## src/rtl/irq_ctrl_pkg.sv

```systemverilog
// Shared types and helpers for the interrupt controller: FSM encoding,
// clear-timeout counter width and the fixed-priority picker.
package irq_ctrl_pkg;

    typedef enum logic [1:0] {
        ST_IDLE   = 2'd0,
        ST_ASSERT = 2'd1,
        ST_CLEAR  = 2'd2
    } state_t;

    localparam int CNT_W   = 8;
    localparam int MAX_SRC = 16;

    // Index of the lowest set bit; 0 when nothing is set.
    function automatic logic [3:0] lowest_set(input logic [MAX_SRC-1:0] v);
        logic [3:0] idx;
        idx = '0;
        for (int i = MAX_SRC - 1; i >= 0; i--) begin
            if (v[i]) idx = 4'(i);
        end
        return idx;
    endfunction

endpackage

```

## src/rtl/irq_ctrl_sync_2ff.sv

```systemverilog
// Two-flop synchronizer bank used on the source lines when IRQ_CTRL_SYNC_EN
// is defined.
module sync_2ff #(
    parameter int WIDTH = 1
) (
    input  logic             clk,
    input  logic             rst,
    input  logic [WIDTH-1:0] d,
    output logic [WIDTH-1:0] q
);

    logic [WIDTH-1:0] meta;

    always_ff @(posedge clk or posedge rst) begin
        if (rst) begin
            meta <= '0;
            q    <= '0;
        end else begin
            meta <= d;
            q    <= meta;
        end
    end

endmodule

```

## src/rtl/irq_ctrl.sv

```systemverilog
// Interrupt receiver / acknowledge engine: latches source edges, presents the
// highest-priority enabled one to the CPU and holds a clear back to the source.
// Optional input synchronizer: define IRQ_CTRL_SYNC_EN.
module irq_ctrl
    import irq_ctrl_pkg::*;
#(
    parameter int NUM_SRC     = 4,
    parameter int ID_W        = 2,
    parameter int CLR_TIMEOUT = 64
) (
    input  logic               i_clk,
    input  logic               i_rst,
    input  logic [NUM_SRC-1:0] i_src_irq,
    input  logic [NUM_SRC-1:0] i_mask,
    input  logic               i_cpu_ack,
    output logic               o_cpu_irq,
    output logic [ID_W-1:0]    o_irq_id,
    output logic [NUM_SRC-1:0] o_irq_clear,
    output logic [NUM_SRC-1:0] o_pending,
    output logic               o_busy,
    output logic               o_clr_err
);

    logic [NUM_SRC-1:0] src_s, src_q, rise, avail, pend_clr;
    state_t             state, state_n;
    logic [ID_W-1:0]    id_n;
    logic               irq_n, err_n;
    logic [NUM_SRC-1:0] clr_n;
    logic [CNT_W-1:0]   cnt, cnt_n;

`ifdef IRQ_CTRL_SYNC_EN
    sync_2ff #(.WIDTH(NUM_SRC)) u_sync (
        .clk (i_clk),
        .rst (i_rst),
        .d   (i_src_irq),
        .q   (src_s)
    );
`else
    assign src_s = i_src_irq;
`endif

    assign rise   = src_s & ~src_q;
    assign avail  = o_pending & i_mask;
    assign o_busy = (state != ST_IDLE);

    always_comb begin
        state_n  = state;
        id_n     = o_irq_id;
        irq_n    = o_cpu_irq;
        clr_n    = o_irq_clear;
        cnt_n    = cnt;
        err_n    = o_clr_err;
        pend_clr = '0;
        case (state)
            ST_IDLE: begin
                if (|avail) begin
                    id_n    = ID_W'(lowest_set(MAX_SRC'(avail)));
                    irq_n   = 1'b1;
                    state_n = ST_ASSERT;
                end
            end
            ST_ASSERT: begin
                // Ack wins over a simultaneous mask fall.
                if (i_cpu_ack) begin
                    pend_clr[o_irq_id] = 1'b1;
                    clr_n   = NUM_SRC'(1) << o_irq_id;
                    cnt_n   = CNT_W'(CLR_TIMEOUT);
                    irq_n   = 1'b0;
                    state_n = ST_CLEAR;
                end else if (!i_mask[o_irq_id]) begin
                    irq_n   = 1'b0;
                    state_n = ST_IDLE;
                end
            end
            ST_CLEAR: begin
                if (!src_s[o_irq_id]) begin
                    clr_n   = '0;
                    cnt_n   = '0;
                    state_n = ST_IDLE;
                end else if (cnt <= CNT_W'(1)) begin
                    // Last permitted clear cycle and the source is still high.
                    clr_n   = '0;
                    cnt_n   = '0;
                    err_n   = 1'b1;
                    state_n = ST_IDLE;
                end else begin
                    cnt_n = cnt - 1'b1;
                end
            end
            default: state_n = ST_IDLE;
        endcase
    end

    always_ff @(posedge i_clk or posedge i_rst) begin
        if (i_rst) begin
            state       <= ST_IDLE;
            src_q       <= '0;
            o_pending   <= '0;
            o_irq_id    <= '0;
            o_cpu_irq   <= 1'b0;
            o_irq_clear <= '0;
            cnt         <= '0;
            o_clr_err   <= 1'b0;
        end else begin
            state       <= state_n;
            src_q       <= src_s;
            o_pending   <= (o_pending & ~pend_clr) | rise;
            o_irq_id    <= id_n;
            o_cpu_irq   <= irq_n;
            o_irq_clear <= clr_n;
            cnt         <= cnt_n;
            o_clr_err   <= err_n;
        end
    end

endmodule

```

## config.mk

```make
export PLATFORM = sky130hd
export DESIGN_NAME = irq_ctrl
export DESIGN_NICKNAME = d
export VERILOG_FILES = /design/src/rtl/irq_ctrl_pkg.sv /design/src/rtl/irq_ctrl_sync_2ff.sv /design/src/rtl/irq_ctrl.sv
export SDC_FILE = /design/constraint.sdc
export NUM_CORES = 1
export LEC_CHECK = 0
export CAP_MARGIN = 20
export CORE_AREA = 2 2 52 54
export DETAILED_ROUTE_END_ITERATION = 10
export DIE_AREA = 0 0 54 56
export PLACE_DENSITY_LB_ADDON = 0.12
export SLEW_MARGIN = 40
export SYNTH_ARGS = -nofsm -noshare
export SYNTH_HDL_FRONTEND = slang
export SYNTH_SLANG_ARGS = --single-unit
```

## constraint.sdc

```tcl
create_clock -name i_clk -period 3.5 [get_ports i_clk]
set_input_delay 0.875 -clock i_clk [delete_from_list [all_inputs] [get_ports i_clk]]
set_output_delay 0.875 -clock i_clk [all_outputs]
set_load 0.005 [all_outputs]
```

==> results of run 1 <==
==> power groups by stage <==
stage	clock network (W)	registers [W]	logic, W
after floorplan	0	0.000480	0.000403
after global placement	0	0.000522	0.000570
after detailed placement	0	0.000526	0.000585
after CTS	0.000123	0.000520	0.000589
after global routing	0.000133	0.000540	0.000659
final	0.000120	0.000523	0.000591
==> cells in the mapped netlist (all sizes together) (2+ instances only) <==
cell type  instances  share of area [%]
ha                 2                2.0
inv               13                3.9
o22ai              3                1.5
o2bb2ai            2                1.4
nor2               9                2.7
o21ai             10                4.0
nor3               3                1.2
dfrtp             26                 52
a21o               2                1.2
a32oi              2                1.4
a21oi              5                2.0
nand2b             5                2.7
nand2             12                3.6
nand3              3                1.2
mux4               2                3.6
a22o               5                3.5
==> sequential cells by signal, summed over array words and instances (netlist names) <==
register and count:
o_pending 4, o_clr_err 1, src_q 4, o_cpu_irq 1
state 2, cnt 8, o_irq_clear 4, o_irq_id 2
==> final timing paths <==
check | cells after the start | to | slack (ps) | startpoint
min reg2reg | 1 | o_pending[0] | 440 | src_q[0]
min | 1 | o_pending[0] | 440 | src_q[0]
max reg2reg | 4 | cnt[1] | 1590 | cnt[4]
min in group asynchronous | 2 | o_irq_id[1] | 890 | i_rst
max in group asynchronous | 2 | cnt[2] | 2270 | i_rst
max | 3 | o_busy | 1140 | state[1]
==> final cells by class <==
| class | count | share of cell area (%) |
|---|---|---|
| Inverter | 13 | 3.18 |
| Timing Repair Buffer | 23 | 15.0 |
| Tap cell | 30 | 2.44 |
| Multi-Input combinational cell | 80 | 35.5 |
| Sequential cell | 26 | 42.4 |
| Clock buffer | 3 | 1.47 |
==> critical path, stage by stage (launching register included) <==
cell and delay (ps):
dfrtp_1 460, nor2_1 220, inv_1 60, clkdlybuf4s50_1 440
==> per-stage QoR <==
| stage | hold slack, ps | worst slack, ps | total power [W] | cell area, um^2 | util (%) |
|---|---|---|---|---|---|
| floorplan | 400 | 1540 | 0.000884 | 1250 | - |
| global placement | 408 | 1020 | 0.00109 | 1510 | 62.2 |
| detailed placement | 422 | 977 | 0.00111 | 1510 | 62.2 |
| CTS | 441 | 1130 | 0.00123 | 1540 | 63.1 |
| global route | 452 | 1050 | 0.00133 | 1540 | 63.1 |
| finish | 445 | 1140 | 0.00123 | 1540 | 63.1 |
==> logic make-up (layout without fill, tap and decap cells) <==
| family | Yosys count | after routing | share of synthesized area, % |
|---|---|---|---|
| and+or+nand+nor | 39 | 39 | 15.6 |
| AOI/OAI and AO/OA | 35 | 35 | 20.7 |
| DFF | 26 | 26 | 51.9 |
| buffers and inverters | 15 | 39 | 4.59 |
| muxes | 4 | 4 | 5.29 |
| adders and majority gates | 2 | 2 | 2.00 |
==> routing by layer <==
layer | part of all wire (%) | GRT usage [%]
met4 | 1.7 | 6.43
met2 | 46 | 29.4
met3 | 5.3 | 3.23
met5 | 0 | 0
met1 | 46 | 27.8
==> impl_metrics.env, run 1 <==
export IMPL_status="finished, final reports clean"
export IMPL_leakage_nw=0.705
export IMPL_die_h_um=56
export IMPL_endpoint_kind="output port"
export IMPL_vias_per_cell=5.79
export IMPL_ys_ff_latch=26
export IMPL_rows=18
export IMPL_synth_cell_type_count=35
export IMPL_drtIter0Drc=44
export IMPL_fin_setup_tns_ps=0
export IMPL_min_period_ps=2360
export IMPL_cts_sinks=26
export IMPL_clkTransAtPathRegs_ps=120
export IMPL_cp_max_fo=6
export IMPL_synth_edff_count=0
export IMPL_syn_mean_instance_area_um2=10.4
export IMPL_criticalPathCategory="reg -> out"
export IMPL_async_flop_share_pct=100
export IMPL_htreeDepth=1
export IMPL_dieArea_um2=3020
export IMPL_fin_crit_sh_pct=67.5
export IMPL_final_seq_area_um2=651
export IMPL_final_common_cell="dfrtp_1"
export IMPL_power_internal_w=0.000748
export IMPL_hpwl_um=2000
export IMPL_synthFlopType="dfrtp_1"
export IMPL_initial_core_util_pct=51.5
export IMPL_ir_worst_vdd_mv=0.497
export IMPL_fillers=209
export IMPL_clockBufferDepth=2
export IMPL_syn_nets=134
export IMPL_finalClockSkew_ps=3.65
export IMPL_post_route_drc_count=0
export IMPL_place_gp_congestion=0.786
export IMPL_port_buffer_count=23
export IMPL_area_growth_pct=22.5
export IMPL_n_antenna_cell=0
export IMPL_track_usage_pct=19.4
export IMPL_cts_tree="yes"
export IMPL_fp_dieW_um=54
export IMPL_netlist_instances=121
export IMPL_post_drt_wl_per_cell_um=14.9
export IMPL_setup_viol=0
export IMPL_slew_viol_final=0
export IMPL_layoutNonFillerInstCount=175
export IMPL_routed_wirelength_um=2610
export IMPL_comb_power_share_pct=47.9
export IMPL_nets=160
export IMPL_final_hold_viol_count=0
export IMPL_dr_pass1_iters=4
export IMPL_netlist_area_um2=1250
export IMPL_clk_latency_ps=320
export IMPL_vias=1013
export IMPL_start_kind="register"
export IMPL_layout_common_cells="dfrtp_1 (26), clkdlybuf4s50_1 (23), nand2_1 (12), inv_1 (12), nor2_1 (9)"
export IMPL_overflow=0
export IMPL_rsz0062_at_grt="false"
export IMPL_multi_input_area_um2=546
export IMPL_ctsRootBufferMaster="clkbuf_4"
export IMPL_post_cts_setup_buffer_count=0
export IMPL_dp_cells=172
export IMPL_crit_required_ps=2620
export IMPL_numCtsBuffers=3
export IMPL_seqPwrFrac_pct=42.4
export IMPL_drive_gt1_share_pct=8.28
export IMPL_drv_cap=0
export IMPL_ys_warn_count=0
export IMPL_antenna_found_initial=0
export IMPL_swShare_pct=39.4
export IMPL_tightest_slew_ps=509
export IMPL_cts_resized_gates=0
export IMPL_ios=24
export IMPL_coreArea_um2=2430
export IMPL_drtAntennaViolNets=0
export IMPL_grt_pass1_wl_um=4340
export IMPL_yosysSeqAreaShare_pct=51.9
export IMPL_power_density_nw_per_um2=804
export IMPL_holdBufCountCts=0
export IMPL_hp_class="reg -> reg"
export IMPL_fmax_ghz=0.423
export IMPL_arrival_ps=1490
export IMPL_p_switching_w=0.000486
export IMPL_grt_pass1_vias=970
export IMPL_slew_headroom_pct=66.0
export IMPL_p_clk_share_pct=9.7
export IMPL_grt_max_degree=27
No activity file was read; power rests on OpenSTA's default activity.
==> inputs of run 2 (changes only) <==
--- a/config.mk
+++ b/config.mk
@@ -6,9 +6,9 @@
 export NUM_CORES = 1
 export LEC_CHECK = 0
 export CAP_MARGIN = 20
-export CORE_AREA = 2 2 52 54
+export CORE_AREA = 2 2 56 58
 export DETAILED_ROUTE_END_ITERATION = 10
-export DIE_AREA = 0 0 54 56
+export DIE_AREA = 0 0 58 60
 export PLACE_DENSITY_LB_ADDON = 0.12
 export SLEW_MARGIN = 40
 export SYNTH_ARGS = -nofsm -noshare
==> constraint.sdc (replaced) <==
create_clock -name i_clk -period 2.1 [get_ports i_clk]
set_input_delay 0.525 -clock i_clk [delete_from_list [all_inputs] [get_ports i_clk]]
set_output_delay 0.525 -clock i_clk [all_outputs]
set_load 0.005 [all_outputs]
==> impl_metrics.env, run 2 (same netlist as run 1, synthesis figures left out) <==
export IMPL_holdBufCountCts=0
export IMPL_r2r_cells=4
export IMPL_endpoint_kind="output port"
export IMPL_n_antenna_cell=0
export IMPL_slew_headroom_pct=76.0
export IMPL_start_kind="register"
export IMPL_multi_input_area_um2=548
export IMPL_post_drt_wl_per_cell_um=14.3
export IMPL_hold_path_depth=1
export IMPL_hp_class="reg -> reg"
export IMPL_leakage_nw=0.743
export IMPL_status="finished, final reports clean"
export IMPL_grt_pass1_vias=1011
export IMPL_rsz0062_at_grt="false"
export IMPL_hpwl_um=2040
export IMPL_holdWs_ps=438
export IMPL_min_period_ps=1990
export IMPL_die_h_um=60
export IMPL_fin_crit_sh_pct=94.9
export IMPL_port_buffer_count=23
export IMPL_clkTransAtPathRegs_ps=150
export IMPL_routed_wirelength_um=2640
export IMPL_final_common_cell="dfrtp_1"
export IMPL_dieArea_um2=3480
export IMPL_cp_max_fo=7
export IMPL_layoutNonFillerInstCount=184
export IMPL_power_density_nw_per_um2=1370
export IMPL_ir_worst_vdd_mv=0.689
export IMPL_numCtsBuffers=3
export IMPL_fillers=263
export IMPL_fin_ws_ps=108
export IMPL_dr_pass1_iters=4
export IMPL_arrival_ps=1470
export IMPL_post_cts_setup_buffer_count=0
export IMPL_clk_latency_ps=330
export IMPL_drtAntennaViolNets=0
export IMPL_slew_viol_final=0
export IMPL_cts_resized_gates=0
export IMPL_final_hold_viol_count=0
export IMPL_vias_per_cell=5.39
export IMPL_overflow=0
export IMPL_setup_viol=0
export IMPL_pre_cts_slack_ps=-49.0
export IMPL_ctsRootBufferMaster="clkbuf_4"
export IMPL_fp_dieW_um=58
export IMPL_htreeDepth=1
export IMPL_antenna_found_initial=0
export IMPL_tightest_slew_ps=358
export IMPL_drive_gt1_share_pct=12.6
export IMPL_cts_tree="yes"
export IMPL_rows=20
export IMPL_crit_required_ps=1570
export IMPL_largest_register_ffs=8
export IMPL_initial_core_util_pct=43.2
export IMPL_final_seq_area_um2=652
export IMPL_criticalPathCategory="reg -> out"
export IMPL_layout_common_cells="dfrtp_1 (25), clkdlybuf4s50_1 (23), inv_1 (13), nand2_1 (12)"
export IMPL_clockBufferDepth=2
export IMPL_ios=24
export IMPL_fmax_ghz=0.502
export IMPL_track_usage_pct=18.4
export IMPL_max_flop_register="cnt"
export IMPL_nets=165
export IMPL_place_gp_congestion=0.814
export IMPL_vias=992
export IMPL_grt_max_degree=27
export IMPL_grt_pass1_wl_um=4710
export IMPL_drtIter0Drc=47
export IMPL_dp_cells=180
export IMPL_post_dp_cell_area_um2=1550
export IMPL_coreArea_um2=2900
export IMPL_post_route_drc_count=0
export IMPL_stdcell_area_um2=1610
export IMPL_finalClockSkew_ps=13.8
export IMPL_cts_sinks=26
export IMPL_area_growth_pct=28.4
export IMPL_drv_cap=0
[run 2: cell count changes in the layout (fill, tap and decap cells not counted), sizes merged]
cell / delta
bufinv: +1
buf: +5
[run 2: worst paths after layout]
| check | start | end | slack [ps] |
|---|---|---|---|
| worst max-delay path | state[0] | o_busy | 110 |
| worst min-delay path | src_q[0] | o_pending[0] | 440 |
| worst max register to register | cnt[4] | cnt[0] | 230 |
| worst min register to register | src_q[0] | o_pending[0] | 440 |
| max in group asynchronous | i_rst | state[0] | 1310 |
| min in group asynchronous | i_rst | o_pending[1] | 530 |
[run 2: layer usage]
metal / part of all wire [%] / global-route usage, % / up-vias
met1: 48 / 26.6 / 474
met3: 4.1 / 1.95 / 5
li1: - / - / 493
met4: 1.9 / 8.64 / 0
met2: 46 / 27.6 / 20
met5: 0 / 0 / -
[run 2: critical path, cell delays in order, from the launching register on]
cell and delay [ps]:
dfrtp_2 480, nor2_2 160, inv_1 60, clkdlybuf4s50_1 440
[run 2: area by class of cell]
cell class	instances	share of cell area [%]
tap	33	2.56
clock inverter	1	1.86
clock buffer	3	1.40
timing repair buffer	28	16.6
multi-input combinational	80	34.0
sequential	26	40.5
inverter	13	3.03
[run 2: per-stage QoR]
stage / power (W) / setup TNS (ps) / utilization [%]
after floorplan: 0.00147 / 0 / -
after global placement: 0.00186 / -11.5 / 53.5
after detailed placement: 0.00188 / -179 / 53.5
after CTS: 0.00223 / 0 / 55.3
after global routing: 0.00241 / 0 / 55.5
final: 0.00221 / 0 / 55.5
[run 2: report_power, final]
part           switching, W  internal (W)
Combinational      0.000469      0.000544
Sequential         0.000188      0.000667
Clock              0.000152      0.000193
Total              0.000809       0.00140
==> inputs of run 3 (changes only) <==
--- a/config.mk
+++ b/config.mk
@@ -6,9 +6,9 @@
 export NUM_CORES = 1
 export LEC_CHECK = 0
 export CAP_MARGIN = 20
-export CORE_AREA = 2 2 56 58
+export CORE_AREA = 2 2 54 56
 export DETAILED_ROUTE_END_ITERATION = 10
-export DIE_AREA = 0 0 58 60
+export DIE_AREA = 0 0 56 58
 export PLACE_DENSITY_LB_ADDON = 0.12
 export SLEW_MARGIN = 40
 export SYNTH_ARGS = -nofsm -noshare
==> constraint.sdc (replaced) <==
create_clock -name i_clk -period 1.9 [get_ports i_clk]
set_input_delay 0.475 -clock i_clk [delete_from_list [all_inputs] [get_ports i_clk]]
set_output_delay 0.475 -clock i_clk [all_outputs]
set_load 0.005 [all_outputs]
==> impl_metrics.env, run 3 (same netlist as run 1, synthesis figures left out) <==
export IMPL_status="finished, final reports clean"
export IMPL_multi_input_area_um2=557
export IMPL_leakage_nw=0.792
export IMPL_tightest_slew_ps=343
export IMPL_power_density_nw_per_um2=1500
export IMPL_comb_power_share_pct=52.8
export IMPL_layout_common_cells="dfrtp_1 (23), clkdlybuf4s50_1 (23), buf_4 (15), inv_1 (13), nand2_1 (12)"
export IMPL_final_hold_viol_count=0
export IMPL_track_usage_pct=20.0
export IMPL_swShare_pct=37.5
export IMPL_drive_gt1_share_pct=20.4
export IMPL_dp_cells=184
export IMPL_finalClockSkew_ps=4.17
export IMPL_grt_pass1_wl_um=5020
export IMPL_cts_tree="yes"
export IMPL_final_core_util_pct=63.4
export IMPL_coreArea_um2=2660
export IMPL_start_kind="register"
export IMPL_place_gp_congestion=0.822
export IMPL_die_h_um=58
export IMPL_setup_viol=0
export IMPL_slew_viol_final=0
export IMPL_ctsRootBufferMaster="clkbuf_4"
export IMPL_rows=19
export IMPL_routed_wirelength_um=2840
export IMPL_endpoint_kind="output port"
export IMPL_clkTransAtPathRegs_ps=140
export IMPL_antenna_found_initial=0
export IMPL_cp_max_fo=4
export IMPL_stdcell_area_um2=1690
export IMPL_rsz0062_at_grt="true"
export IMPL_hpwl_um=2140
export IMPL_dieArea_um2=3250
export IMPL_cts_sinks=26
export IMPL_fp_dieW_um=56
export IMPL_post_dp_cell_area_um2=1600
export IMPL_p_clk_share_pct=11.1
export IMPL_overflow=0
export IMPL_drtAntennaViolNets=0
export IMPL_wl_met3_um=100
export IMPL_top_layer="met4"
export IMPL_fmax_ghz=0.539
export IMPL_numCtsBuffers=3
export IMPL_hp_class="reg -> reg"
export IMPL_power_internal_w=0.00159
export IMPL_fillers=226
export IMPL_criticalPathCategory="reg -> out"
export IMPL_vias_per_cell=5.50
export IMPL_slew_headroom_pct=77.0
export IMPL_routed_wl_met2_um=1350
export IMPL_p_total_w=0.00254
export IMPL_largest_register_ffs=8
export IMPL_final_seq_area_um2=654
export IMPL_vias=1061
export IMPL_htreeDepth=1
export IMPL_clk_latency_ps=320
export IMPL_drtIter0Drc=23
export IMPL_area_growth_pct=34.7
export IMPL_post_drt_wl_per_cell_um=14.7
export IMPL_arrival_ps=1380
export IMPL_fin_crit_sh_pct=97.7
export IMPL_post_route_drc_count=0
export IMPL_seqPwrFrac_pct=36.1
export IMPL_nets=176
export IMPL_ir_worst_vdd_mv=0.949
export IMPL_n_antenna_cell=0
export IMPL_min_period_ps=1860
export IMPL_max_flop_register="cnt"
export IMPL_clockBufferDepth=2
export IMPL_grt_pass1_vias=1101
export IMPL_layoutNonFillerInstCount=193
export IMPL_initial_core_util_pct=47.1
export IMPL_port_buffer_count=23
export IMPL_dr_pass1_iters=4
export IMPL_drv_cap=0
export IMPL_m1WireLength_um=1340
export IMPL_ios=24
export IMPL_crit_required_ps=1420
export IMPL_p_switching_w=0.000954
export IMPL_grt_max_degree=27
run 3: changes by cell type in the layout (fill, tap and decap cells not counted):
| cell | previous run | this run |
|---|---|---|
| bufinv_16 | 1 | 0 |
| buf_4 | 5 | 15 |
| nor2_2 | 1 | 0 |
| clkbuf_8 | 0 | 1 |
| a21oi_2 | 0 | 1 |
| dfrtp_1 | 25 | 23 |
| nor2_4 | 0 | 1 |
| dfrtp_2 | 1 | 3 |
| a21oi_1 | 5 | 4 |
| buf_6 | 0 | 1 |
run 3: through the flow:
stage / setup slack, ps / TNS [ps] / hold slack (ps)
2_1_floorplan: 180 / 0 / 400
3_3_place_gp: -166 / -1590 / 410
3_5_place_dp: -225 / -2210 / 426
4_1_cts: 3.61 / 0 / 446
5_1_grt: -6.55 / -6.55 / 455
6_report: 43.6 / 0 / 442
run 3: worst paths after layout:
kind / start / endpoint / slack (ps) / depth (start not counted)
worst max-delay path: state[1] / o_busy / 40 / 3
min in group asynchronous: i_rst / state[0] / 480 / 3
worst min register to register: src_q[3] / o_pending[3] / 440 / 1
worst max register to register: cnt[4] / cnt[5] / 70 / 4
worst min-delay path: src_q[3] / o_pending[3] / 440 / 1
max in group asynchronous: i_rst / o_irq_id[1] / 1140 / 3
run 3: timing repair:
action	4_1_cts	5_1_grt
hold buffers	0	0
setup buffers	2	3
cloned	0	0
gates resized for setup	5	2
setup endpoints to repair	3	3
run 3: layer usage:
layer,up-vias,global-route usage [%]
li1,516,-
met1,521,27.0
met2,20,32.3
met3,4,3.13
met4,0,8.50
met5,-,0
run 3: critical path, cell delays in order, from the launching register on:
cell and delay (ps):
dfrtp_2 460, nor2_4 130, inv_1 40, clkdlybuf4s50_1 430
run 3: cell type report:
cell class                      count  area share (%)
Inverter                           13            2.89
Sequential cell                    26            38.7
Tap cell                           31            2.30
Multi-Input combinational cell     80            33.0
Timing Repair Buffer               39            21.0
Clock buffer                        4            2.15
run 3: power by group through the flow:
stage / Clock (W) / Sequential, W / Combinational [W]
final: 0.000283 / 0.000918 / 0.00134
after global routing: 0.000317 / 0.000952 / 0.00147
after CTS: 0.000295 / 0.000927 / 0.00127
after detailed placement: 0 / 0.000933 / 0.00122
after global placement: 0 / 0.000926 / 0.00120
after floorplan: 0 / 0.000885 / 0.000743
